$ cat src/rtl/instr_packer.sv
// Instruction packer: encodes register/immediate fields into 32-bit words,
// buffers them in a 4-entry FIFO and streams them into instruction memory.
module instr_packer (
  input  logic        clk,
  input  logic        rst,
  input  logic        start,
  input  logic        stop,
  input  logic [7:0]  base_addr,
  input  logic        in_valid,
  output logic        in_ready,
  input  logic        ri,
  input  logic [5:0]  rs,
  input  logic [5:0]  rd,
  input  logic [3:0]  fx,
  input  logic [5:0]  rt,
  input  logic [14:0] imm,
  output logic        mem_we,
  output logic [7:0]  mem_addr,
  output logic [31:0] mem_wdata,
  input  logic        mem_stall,
  output logic [8:0]  wr_count,
  output logic        wrapped,
  output logic        busy
);

  typedef enum logic [1:0] {IDLE, RUN, FLUSH} state_t;

  state_t      state;
  logic [31:0] fifo [4];
  logic [1:0]  wr_ptr;
  logic [1:0]  rd_ptr;
  logic [2:0]  count;
  logic [31:0] enc_word;
  logic        push;
  logic        pop;

  always_comb begin
    enc_word = '0;
    if (ri)
      enc_word = {ri, rs, rd, fx, imm};
    else
      enc_word = {ri, rs, rd, fx, rt, 9'd0};
  end

  assign in_ready  = (state == RUN) && (count < 3'd4);
  assign mem_we    = (state != IDLE) && (count != 3'd0) && !mem_stall;
  assign busy      = (state != IDLE);
  assign mem_wdata = fifo[rd_ptr];
  assign push      = in_valid && in_ready;
  assign pop       = mem_we;

  always_ff @(posedge clk) begin
    if (rst) begin
      state    <= IDLE;
      wr_ptr   <= '0;
      rd_ptr   <= '0;
      count    <= '0;
      mem_addr <= '0;
      wr_count <= '0;
      wrapped  <= 1'b0;
      for (int unsigned i = 0; i < 4; i++)
        fifo[i] <= '0;
    end else begin
      if (push) begin
        fifo[wr_ptr] <= enc_word;
        wr_ptr       <= wr_ptr + 2'd1;
      end
      if (pop) begin
        rd_ptr   <= rd_ptr + 2'd1;
        mem_addr <= mem_addr + 8'd1;
        if (mem_addr == 8'hFF)
          wrapped <= 1'b1;
        if (wr_count != '1)
          wr_count <= wr_count + 9'd1;
      end
      case ({push, pop})
        2'b10:   count <= count + 3'd1;
        2'b01:   count <= count - 3'd1;
        default: count <= count;
      endcase
      // pop cannot coincide with start: the FIFO is always empty in IDLE
      case (state)
        IDLE: if (start) begin
          state    <= RUN;
          mem_addr <= base_addr;
          wr_count <= '0;
          wrapped  <= 1'b0;
        end
        RUN:     if (stop) state <= FLUSH;
        FLUSH:   if (count == 3'd0) state <= IDLE;
        default: state <= IDLE;
      endcase
    end
  end

endmodule

$ cat config.mk
export PLATFORM = sky130hd
export DESIGN_NAME = instr_packer
export DESIGN_NICKNAME = d
export VERILOG_FILES = /design/src/rtl/instr_packer.sv
export SDC_FILE = /design/constraint.sdc
export NUM_CORES = 1
export LEC_CHECK = 0
export ABC_CLOCK_PERIOD_IN_PS = 4059
export BUFFER_PORTS_ARGS = -buffer_cell sky130_fd_sc_hd__clkbuf_2
export CORE_MARGIN = 5
export CORE_UTILIZATION = 35
export CTS_CLUSTER_SIZE = 40
export DETAILED_ROUTE_END_ITERATION = 7
export PLACE_DENSITY = 0.53
export SLEW_MARGIN = 20
export SYNTH_ARGS = -nofsm -noshare
export SYNTH_HDL_FRONTEND = slang
export SYNTH_SLANG_ARGS = --single-unit
$ cat constraint.sdc
create_clock -name clk -period 4.06 [get_ports clk]
set_input_delay 0.812 -clock clk [delete_from_list [all_inputs] [get_ports clk]]
set_output_delay 0.812 -clock clk [all_outputs]
set_load 0.05 [all_outputs]
==> summary.md, run 1 <==
| Metric | Value |
|---|---|
| DR vias | around 4400 |
| Post-synth top area share | 0.552 |
| Synth async-reset ratio | 0 |
| Maximum clock path buffer count | 2 |
| Post-synth EDFFs | 128 |
| Remaining DRCs | 0 |
| Critical Path End Type | output port |
| Endpoints failing hold | 0 |
| Synth Flop Type | edfxtp_1 |
| Die area | between 20000 and 25000 um2 |
| Setup CP Type | reg2out |
| Register area share after synthesis | 0.636 |
| Total gr overflow | 0 |
| Diodes inserted | 0 |
| Worst-Margin Slew | between 1 and 1.5 ns |
| Synth area leaders | edfxtp_1 55%, mux4_2 10%, dfxtp_1 8.3% |
| Cell Area, Synth | between 6000 and 7000 um2 |
| Port Buffers | between 100 and 150 |
| Detail Route Antenna Nets | 0 |
| Vias in the first global route | 4556 |
| Resized cells post-CTS | 0 |
| Final WS setup | just under 1 ns |
| Mapped Avg Cell Area | 13.5 um2 |
| Worst-path clk slew | approximately 0.07 ns |
| Required time worst endpoint | around 3.3 ns |
| #FFs+latches synth | about 160 |
| Outcome | finished clean |
| Layout cells sized above 1 | 0.304 |
| CTS Sinks | approximately 160 |
| Final WL | ~16 mm |
| Worst vdd ir | about 0.00033 V |
| Max frequency | approximately 320 MHz |
| Post-DP HPWL | between 9 and 10 mm |
| Tot GR Track Use | 0.149 |
| Final core occ | 0.424 |
| Final Setup Violations | 0 |
| TritonCTS clock tree | yes |
| H-Tree Depth | 4 |
| Postcts setup bufs | 0 |
| CP startpoint kind | flip-flop |
| Clock Root Buffer | clkbuf_16 |
| RSZ-0062 raised after global routing | false |
| Hold Buf Count CTS | 0 |
| Synth Warn # | 0 |
| Tmin final | slightly above 3 ns |
| Post-synth cell types | 48 |
| Final #Nets | ~670 |
| Max-slew headroom | 0.300 |
| Layout area overhead | 18.9% |
| WL/cell | approximately 18 um |
| Leakage | roughly 3.3 nW |
| Via density | a little under 5 |
| Top cell type by total area after synthesis | edfxtp_1 |
| GP Congestion | approximately 0.75 |
| First drt pass iteration count | 4 |
| Largest net degree at the start of global routing | 33 |
| Initial Util | 0.356 |
| DIE WIDTH | about 150 um |
| Core Area | about 20000 um2 |
| Fin. max-slew vios | 0 |
| Synth Instances | 517 |
| Antenna violations before repair | 0 |
| IO Count | 105 |
| Commonest cells after routing, fill and taps aside | 128 x edfxtp_1, 104 x clkbuf_2, 77 x nor2_1, 37 x and3_1, 32 x mux4_2 |
| Power per cell area | around 450 nW/um2 |
| Num CTS Buffers | 17 |
| Hold slack | 0.473 ns |
| Worst-Skew Late Latency | roughly 0.43 ns |
| Setup TNS | 0 ns |
| # rows | 51 |
| Dpl ws | between 0.9 and 1 ns |
| Maxcap violations | 0 |
| Most common cell after layout, fill and taps aside | edfxtp_1 |
| Total power | between 3 and 4 mW |
| First-pass GRT wire length | 25.1 mm |
| Die Ht | around 150 um |
| Final period util | 0.763 |
| Iter 0 DRT Violations | between 200 and 250 |
| Hold Crit Class | reg2reg |
| Post-synth net total | about 570 |
| Worst Skew | ~0.018 ns |
| Crit-path max FO | 18 |
| Worst Path Arrival | approximately 2.3 ns |
==> registers in the layout (all words and copies together), names as in the netlist, named ones only <==
register  count
rd_ptr        2
mem_addr      8
wr_ptr        2
state         2
wrapped       1
count         3
fifo        128
wr_count      9
==> worst max-delay path: stages, from the launching register on <==
cell and delay, ns:
dfxtp_2 0.72, buf_12 0.29, mux4_2 0.57, clkbuf_2 0.27
==> routing by layer <==
metal  wire [um]  GRT usage  vias to the layer above
met5           0          0                        -
met3         840     0.0443                       15
met4         168     0.0462                        0
met2        8170      0.247                       96
met1        7080      0.189                     2224
li1            -          -                     2090
==> final timing paths <==
| kind | startpoint | endpoint | slack (ns) | cells after the start |
|---|---|---|---|---|
| setup / recovery | flip-flop | mem_wdata[10] | 0.96 | 3 |
| setup reg to reg | count[2]$_SDFFE_PP0P_ | count[2]$_SDFFE_PP0P_ | 1.44 | 10 |
| hold reg to reg | wrapped$_SDFF_PP0_ | wrapped$_SDFF_PP0_ | 0.47 | 2 |
| hold / removal | wrapped$_SDFF_PP0_ | wrapped$_SDFF_PP0_ | 0.47 | 2 |
==> cells in the mapped netlist (2+ instances only) <==
| cell type | n |
|---|---|
| a211oi_1 | 7 |
| a21oi_1 | 9 |
| a31oi_1 | 3 |
| and2_1 | 17 |
| and3_1 | 37 |
| buf_2 | 4 |
| buf_4 | 5 |
| buf_6 | 2 |
| clkbuf_1 | 22 |
| dfxtp_1 | 29 |
| edfxtp_1 | 128 |
| ha_1 | 3 |
| inv_1 | 29 |
| mux2i_1 | 7 |
| mux4_2 | 32 |
| nand2_1 | 27 |
| nand2b_1 | 10 |
| nand3_1 | 6 |
| nand4_1 | 5 |
| nor2_1 | 77 |
| nor2b_1 | 2 |
| nor3_1 | 4 |
| nor3b_1 | 4 |
| nor4_1 | 3 |
| nor4b_1 | 3 |
| o21ai_0 | 4 |
| o31ai_1 | 3 |
| or3_1 | 3 |
| or4_1 | 3 |
| xnor2_1 | 10 |
| xor2_1 | 2 |
==> power by group <==
part | total (mW) | internal (mW) | switching, mW
combinational | 0.369 | 0.111 | 0.259
sequential | 1.84 | 1.81 | 0.0348
clock | 1.49 | 0.804 | 0.691
total | 3.71 | 2.72 | 0.984
==> area by class of cell <==
class	count	area [um2]
Fill cell	1852	11200
Sequential cell	157	4430
Multi-Input combinational cell	295	2250
Timing Repair Buffer	112	601
Clock buffer	18	429
Tap cell	265	332
Clock inverter	14	126
Inverter	30	113
==> metrics by stage <==
stage	instances	cell area, um2
4_1_cts	890	8260
5_1_grt	891	8280
3_3_place_gp	858	7700
6_report	891	8280
2_1_floorplan	517	6960
3_5_place_dp	858	7710
==> logic make-up (layout without fill, tap and decap cells) <==
kind of cell	Yosys count	count (layout)	synth area share
and+or+nand+nor	209	209	0.155
DFF	157	157	0.636
buffers and inverters	65	174	0.0421
muxes	39	39	0.114
AOI/OAI and AO/OA	31	31	0.0304
xor gates and xnor gates	12	12	0.0151
adders and majority gates	4	4	0.00827
No activity file was read; power rests on OpenSTA's default activity.
==> run 2, diff against run 1 <==
--- a/config.mk
+++ b/config.mk
@@ -5,13 +5,14 @@
 export SDC_FILE = /design/constraint.sdc
 export NUM_CORES = 1
 export LEC_CHECK = 0
-export ABC_CLOCK_PERIOD_IN_PS = 4059
+export ABC_AREA = 1
+export ABC_CLOCK_PERIOD_IN_PS = 2710
 export BUFFER_PORTS_ARGS = -buffer_cell sky130_fd_sc_hd__clkbuf_2
 export CORE_MARGIN = 5
 export CORE_UTILIZATION = 35
 export CTS_CLUSTER_SIZE = 40
 export DETAILED_ROUTE_END_ITERATION = 7
-export PLACE_DENSITY = 0.53
+export PLACE_DENSITY = 0.55
 export SLEW_MARGIN = 20
 export SYNTH_ARGS = -nofsm -noshare
 export SYNTH_HDL_FRONTEND = slang
==> constraint.sdc (replaced) <==
create_clock -name clk -period 2.71 [get_ports clk]
set_input_delay 0.542 -clock clk [delete_from_list [all_inputs] [get_ports clk]]
set_output_delay 0.542 -clock clk [all_outputs]
set_load 0.05 [all_outputs]
==> run 2 against run 1 <==
Against the previous run: sequential share of layout area down 1.6 points; flip-flop and latch count unchanged; global-route usage up 0.89 points; total power up 56%; routed wire length up 7.8%; core utilization up 1.2 points; critical path depth up 3; register-to-register slack worse by 0.84 ns; largest cell class unchanged; clock power up 65%; first-iteration DRC count up 47%; combinational power up 53%; synthesized area up 0.52%.
==> summary.md, run 2 <==
| Metric | Value |
|---|---|
| Layout cells sized above 1 | 0.201 (was 0.304) |
| Most common cell after layout, fill and taps aside | nor2_1 (was edfxtp_1) |
| Worst-path clk slew | 0.06 ns (was 0.07 ns) |
| Antenna violations before repair | 0 (unchanged) |
| Synth area leaders | edfxtp_1 55%, nor2_1 10%, dfxtp_1 8.3% (was edfxtp_1 55%, mux4_2 10%, dfxtp_1 8.3%) |
| Port Buffers | 104 (unchanged) |
| Max reg flops | 128 (unchanged) |
| First drt pass iteration count | 5 (was 4) |
| Synth Flop Type | edfxtp_1 (unchanged) |
| Post-synth cell types | 28 (was 48) |
| Core Area | 19600 um2 (was 19500 um2) |
| Hold slack | 0.389 ns (was 0.473 ns) |
| First-pass GRT wire length | 27.5 mm (was 25.1 mm) |
| Setup CP Type | reg2out (unchanged) |
| Reg2Reg Launch Point | state[0]$_SDFFE_PP0P_ (was count[2]$_SDFFE_PP0P_) |
| DIE WIDTH | 151 um (about the same) |
| Total gr overflow | 0 (unchanged) |
| Vias in the first global route | 5265 (was 4556) |
| Tot GR Track Use | 0.158 (was 0.149) |
| Largest Register | fifo (unchanged) |
| Main combinational cell family by area after synthesis | simple AND/OR/NAND/NOR gates (unchanged) |
| Crit-path max FO | 16 (was 18) |
| CP startpoint kind | flip-flop (unchanged) |
| Synth Area in Compound Gates | 0.0998 (was 0.0304) |
| Final WL | 17.5 mm (was 16.3 mm) |
| Critical Path End | mem_we (was mem_wdata[10]) |
| CTS Sinks | 157 (unchanged) |
| GP Congestion | 0.779 (was 0.755) |
| Worst-Margin Slew | 0.775 ns (was 1.05 ns) |
| Post-Synth Adder-Cell Area | 0.00823 (was 0.00827) |
| Post-synth net total | 795 (was 573) |
| Worst-Skew Late Latency | 0.41 ns (was 0.43 ns) |
| Initial Util | 0.357 (was 0.356) |
| Post-placement cell area | 7930 um2 (was 7710 um2) |
| Detail Route Antenna Nets | 0 (unchanged) |
| Iter 0 DRT Violations | 320 (was 218) |
| Synth async-reset ratio | 0 (unchanged) |
| Final Instance Area | 8530 um2 (was 8280 um2) |
| Hold Buf Count CTS | 0 (unchanged) |
| Critical Path End Type | output port (unchanged) |
| Cell Area, Synth | 7000 um2 (was 6960 um2) |
| Most frequent cells after synthesis | 193 x nor2_1, 128 x edfxtp_1, 95 x nand2_1 (was 128 x edfxtp_1, 77 x nor2_1, 37 x and3_1) |
| Resized cells post-CTS | 0 (unchanged) |
| Top Registers | fifo: 128 flops, wr_count: 9 flops, mem_addr: 8 flops (unchanged) |
| IO Count | 105 (unchanged) |
| Hold Crit Class | in2reg (was reg2reg) |
| Worst r2r path cells | 11 (was 10) |
| Post-DP HPWL | 11.1 mm (was 9.88 mm) |
| Max-slew headroom | 0.481 (was 0.300) |
| Via density | 4.70 (was 4.97) |
| Postcts setup bufs | 0 (unchanged) |
| DR vias | 5304 (was 4425) |
| Worst Skew | 0.00613 ns (was 0.0185 ns) |
| Commonest cells after routing, fill and taps aside | 193 x nor2_1, 128 x edfxtp_1, 104 x clkbuf_2, 94 x nand2_1, 83 x o21ai_0 (was 128 x edfxtp_1, 104 x clkbuf_2, 77 x nor2_1, 37 x and3_1, 32 x mux4_2) |
| Synth Area in XOR/XNOR | 0 (was 0.0151) |
| Diodes inserted | 0 (unchanged) |
| Count leader, synth | nor2_1 (was edfxtp_1) |
| Register area share after synthesis | 0.632 (was 0.636) |
| Maximum clock path buffer count | 2 (unchanged) |
| Final period util | 0.904 |
| Largest net degree at the start of global routing | 49 (was 33) |
| Post-synth EDFFs | 128 (unchanged) |
| Num CTS Buffers | 17 (unchanged) |
| Remaining DRCs | 0 (unchanged) |
| R2R Path End | count[2]$_SDFFE_PP0P_ (unchanged) |
| RSZ-0062 raised after global routing | false (unchanged) |
| #FFs+latches synth | 157 (unchanged) |
| Synth Instances | 739 (was 517) |
| Die area | 22900 um2 (was 22800 um2) |
| Worst Path Arrival | 1.91 ns (was 2.28 ns) |
| Final #Nets | 908 (was 669) |
| Synth Warn # | 0 (unchanged) |
| Tmin final | 2.45 ns |
| # rows | 51 (unchanged) |
| Fin. max-slew vios | 0 (unchanged) |
| Die Ht | 151 um (about the same) |
| Total power | 5.79 mW (was 3.71 mW) |
| Maxcap violations | 0 (unchanged) |
| Reg-to-reg slack, setup | 0.60 ns (was 1.44 ns) |
| Post-synth top area share | 0.549 (was 0.552) |
| Synth Area in Simple Gates | 0.197 (was 0.155) |
| H-Tree Depth | 4 (unchanged) |
| Max frequency | ~410 MHz |
| Final Setup Violations | 0 (unchanged) |
| Worst vdd ir | 0.000429 V (was 0.000332 V) |
| Endpoints failing hold | 0 (unchanged) |
| Top cell type by total area after synthesis | edfxtp_1 (unchanged) |
| WL/cell | 15.5 um (was 18.2 um) |
| Layout area overhead | 22.0% (was 18.9%) |
| TritonCTS clock tree | yes (unchanged) |
| Outcome | finished clean (unchanged) |
| Clock Root Buffer | clkbuf_16 (unchanged) |
| Mapped Avg Cell Area | 9.47 um2 (was 13.5 um2) |
| Worst setup startpoint | state[0]$_SDFFE_PP0P_ |
| Required time worst endpoint | 2.17 ns (was 3.25 ns) |
| Power per cell area | 678 nW/um2 (was 448 nW/um2) |
| Mux contribution to synthesized area | 0 (was 0.114) |
| Leakage | 3.73 nW (was 3.29 nW) |
[run 2: cell types whose count changed in the layout (fill, tap and decap cells not counted), sizes merged, moves of 32 or more]
cell,delta
o21ai,+81
mux4,-32
nand2,+72
inv,+43
nor2,+120
and3,-37
o22ai,+32
[run 2: metal layers]
layer | GRT usage | share of wire | vias to the layer above
li1 | - | - | 2689
met4 | 0.0381 | 0.0071 | 0
met5 | 0 | 0 | -
met2 | 0.267 | 0.48 | 121
met1 | 0.202 | 0.46 | 2485
met3 | 0.0419 | 0.056 | 9
[run 2: kinds of logic (layout without fill, tap and decap cells)]
group | Yosys count | in the layout
flops | 157 | 157
simple gates | 334 | 334
compound gates | 131 | 131
buf+inv | 113 | 238
fa+ha+maj | 4 | 4
[run 2: layout make-up]
class	count	area (um2)
multi-input combinational	469	2160
inverter	81	304
fill	1955	11100
clock buffer	18	429
timing repair buffer	126	711
tap	265	332
clock inverter	13	174
sequential	157	4430
[run 2: worst min path at each step]
stage	start	endpoint	slack [ns]	depth (start not counted)
2_1_floorplan	rd_ptr[1]$_SDFFE_PP0N_	flip-flop	0.41	1
3_3_place_gp	rd_ptr[1]$_SDFFE_PP0N_	rd_ptr[1]$_SDFFE_PP0N_	0.43	1
3_5_place_dp	rd_ptr[1]$_SDFFE_PP0N_	flip-flop	0.44	1
4_1_cts	stop	state[1]$_SDFFE_PP0P_	0.38	3
5_1_grt	rst	count[1]$_SDFFE_PP0P_	0.38	2
6_report	base_addr[1]	mem_addr[1]$_SDFF_PP0_	0.39	3
[run 2: power by group]
group | total (mW) | leakage [nW] | internal, mW | switching [mW]
combinational | 0.566 | 1.87 | 0.138 | 0.428
clock | 2.46 | 0.293 | 1.53 | 0.937
sequential | 2.76 | 1.56 | 2.72 | 0.0416
total | 5.79 | 3.73 | 4.38 | 1.41
[run 2: critical path: stages, from the launching register on]
cell and delay, ns:
dfxtp_1 0.37, nor2_1 0.10, nor2_1 0.21, nand2_2 0.19, inv_2 0.10, buf_4 0.21
clkbuf_2 0.31
[run 2: stage by stage]
stage          setup slack, ns   util  setup TNS, ns  cells
2_1_floorplan           -0.292      -         -18.69    739
3_3_place_gp             0.461  0.405              0   1098
6_report                 0.260  0.436              0   1129
5_1_grt                  0.112  0.436              0   1129
3_5_place_dp             0.437  0.405              0   1098
4_1_cts                  0.228  0.436              0   1129
==> run 3, diff against run 2 <==
--- a/config.mk
+++ b/config.mk
@@ -5,7 +5,6 @@
 export SDC_FILE = /design/constraint.sdc
 export NUM_CORES = 1
 export LEC_CHECK = 0
-export ABC_AREA = 1
 export ABC_CLOCK_PERIOD_IN_PS = 2710
 export BUFFER_PORTS_ARGS = -buffer_cell sky130_fd_sc_hd__clkbuf_2
 export CORE_MARGIN = 5
==> run 3 against run 2 <==
Against the previous run: global-route usage down 1.3 points; total power grew 0.38%; core utilization fell by 0.17 points; combinational power increased by 1%; first-iteration DRC count is 8.8% lower; routed wire length shrank 9.6%; critical path type unchanged; largest power group unchanged.
==> summary.md, run 3 (synthesis gave the netlist of run 1 again) <==
| Metric | Value |
|---|---|
| Outcome | finished clean (unchanged) |
| Hold Crit Class | in2reg (unchanged) |
| H-Tree Depth | 4 (unchanged) |
| # rows | 51 (unchanged) |
| Most common cell after layout, fill and taps aside | edfxtp_1 (was nor2_1) |
| Maximum clock path buffer count | 2 (unchanged) |
| CP top delay family | flip-flops (was buffers and inverters) |
| Tmin final | 2.49 ns (was 2.45 ns) |
| Resized cells post-CTS | 0 (unchanged) |
| Worst-Skew Late Latency | 0.42 ns (was 0.41 ns) |
| Critical Path End Type | output port (unchanged) |
| First drt pass iteration count | 4 (was 5) |
| Die Ht | 151 um (about the same) |
| Max frequency | 402 MHz (was 408 MHz) |
| Worst Path Arrival | 1.95 ns (was 1.91 ns) |
| Worst r2r path cells | 9 (was 11) |
| Layout cells sized above 1 | 0.312 (was 0.201) |
| CP max stage cell | dfxtp_2 (was dfxtp_1) |
| Reg-to-reg slack, setup | 0.33 ns (was 0.60 ns) |
| Reg2Reg Launch Point | state[1]$_SDFFE_PP0P_ (was state[0]$_SDFFE_PP0P_) |
| First-pass GRT wire length | 24.9 mm (was 27.5 mm) |
| Worst vdd ir | 0.000414 V (was 0.000429 V) |
| Vias in the first global route | 4623 (was 5265) |
| Final WL | 15.8 mm (was 17.5 mm) |
| Leakage | 3.37 nW (was 3.73 nW) |
| Total power | 5.81 mW (was 5.79 mW) |
| Max-slew headroom | 0.580 (was 0.481) |
| Worst Skew | 0.0127 ns (was 0.00613 ns) |
| CP startpoint kind | flip-flop (unchanged) |
| Max stage delay on crit path | 0.67 ns (was 0.37 ns) |
| GP Congestion | 0.782 (was 0.779) |
| Via density | 4.92 (was 4.70) |
| Commonest cells after routing, fill and taps aside | 128 x edfxtp_1, 104 x clkbuf_2, 77 x nor2_1, 37 x and3_1, 32 x mux4_2 (was 193 x nor2_1, 128 x edfxtp_1, 104 x clkbuf_2, 94 x nand2_1, 83 x o21ai_0) |
| Setup CP Type | reg2out (unchanged) |
| Fin. max-slew vios | 0 (unchanged) |
| Diodes inserted | 0 (unchanged) |
| R2R Path End | count[2]$_SDFFE_PP0P_ (unchanged) |
| Iter 0 DRT Violations | 292 (was 320) |
| CTS Sinks | 157 (unchanged) |
| Endpoints failing hold | 0 (unchanged) |
| Largest net degree at the start of global routing | 33 (was 49) |
| Total gr overflow | 0 (unchanged) |
| Setup TNS | 0 ns (unchanged) |
| Final Setup Violations | 0 (unchanged) |
| Layout area overhead | 21.7% (was 22.0%) |
| Hold slack | 0.361 ns (was 0.389 ns) |
| Worst-path clk slew | 0.06 ns (about the same) |
| Top Registers | fifo: 128 flops, wr_count: 9 flops, mem_addr: 8 flops (unchanged) |
| Power per cell area | 686 nW/um2 (was 678 nW/um2) |
| Hold Crit Start | stop (was base_addr[1]) |
| Hold endpoint | state[0]$_SDFFE_PP0P_ (was mem_addr[1]$_SDFF_PP0_) |
| Required time worst endpoint | 2.17 ns (about the same) |
| Tot GR Track Use | 0.145 (was 0.158) |
| Final #Nets | 677 (was 908) |
| Postcts setup bufs | 0 (unchanged) |
| IO Count | 105 (unchanged) |
| Core Area | 19500 um2 (was 19600 um2) |
| RSZ-0062 raised after global routing | false (unchanged) |
| Largest Register | fifo (unchanged) |
| Final period util | 0.919 (was 0.904) |
| Initial Util | 0.356 (was 0.357) |
| DR vias | 4426 (was 5304) |
| Hold Path Stages | 2 (was 3) |
| WP buf/inv | 2 (was 3) |
| Clock Root Buffer | clkbuf_16 (unchanged) |
| Port Buffers | 104 (unchanged) |
| TritonCTS clock tree | yes (unchanged) |
| Hold Buf Count CTS | 0 (unchanged) |
| Num CTS Buffers | 17 (unchanged) |
| Antenna violations before repair | 0 (unchanged) |
| Post-DP HPWL | 9.76 mm (was 11.1 mm) |
| WL/cell | 17.6 um (was 15.5 um) |
| Worst-path cell chain | buf_12 > mux4_2 > clkbuf_2 (was nor2_1 > nor2_1 > nand2_2 > inv_2 > buf_4 > clkbuf_2) |
| Remaining DRCs | 0 (unchanged) |
| Maxcap violations | 0 (unchanged) |
| Max reg flops | 128 (unchanged) |
| Worst-Margin Slew | 0.621 ns (was 0.775 ns) |
| DIE WIDTH | 151 um (about the same) |
| Die area | 22800 um2 (was 22900 um2) |
| Crit-path max FO | 17 (was 16) |
| Detail Route Antenna Nets | 0 (unchanged) |
==> run 3: cell types whose count changed in the layout (fill, tap and decap cells not counted), moves of 32 or more <==
cell | previous run | this run
nor2_1 | 193 | 77
o21ai_0 | 83 | 4
nand2_1 | 94 | 27
inv_1 | 76 | 28
and3_1 | 0 | 37
mux4_2 | 0 | 32
o22ai_1 | 32 | 0
==> run 3: worst max path at each step <==
stage	start	cells past startpoint	end
after floorplan	mem_stall	10	count[2]$_SDFFE_PP0P_
after global placement	mem_stall	10	count[2]$_SDFFE_PP0P_
after detailed placement	mem_stall	10	count[2]$_SDFFE_PP0P_
after CTS	flip-flop	3	mem_wdata[0]
after global routing	flip-flop	3	mem_wdata[0]
final	flip-flop	3	mem_wdata[0]
==> run 3: area by class of cell <==
type / instances / area, um2
timing repair buffer: 120 / 716
inverter: 30 / 116
clock buffer: 17 / 425
multi-input combinational: 295 / 2260
clock inverter: 15 / 196
tap: 265 / 332
fill: 1852 / 11100
sequential: 157 / 4430
==> run 3: per-stage QoR <==
stage / area, um2 / std cells / utilization / setup slack [ns]
after floorplan: 6980 / 517 / - / 0.0309
after global placement: 7850 / 867 / 0.402 / 0.259
after detailed placement: 7850 / 867 / 0.402 / 0.144
after CTS: 8470 / 899 / 0.434 / 0.163
after global routing: 8470 / 899 / 0.434 / 0.154
final: 8470 / 899 / 0.434 / 0.221
==> run 3: power by group <==
group          internal (mW)  switching, mW  leakage (nW)
clock network           1.54          0.944         0.294
logic                  0.181          0.392          1.51
registers               2.71         0.0474          1.56
total                   4.43           1.38          3.37
==> run 3: routing by layer <==
metal	wire length (um)	share of wire	GRT usage	vias to the layer above
met5	0	0	0	-
met4	210	0.013	0.0539	0
met3	765	0.048	0.0407	16
met2	8270	0.52	0.256	114
met1	6600	0.42	0.168	2201
li1	-	-	-	2095
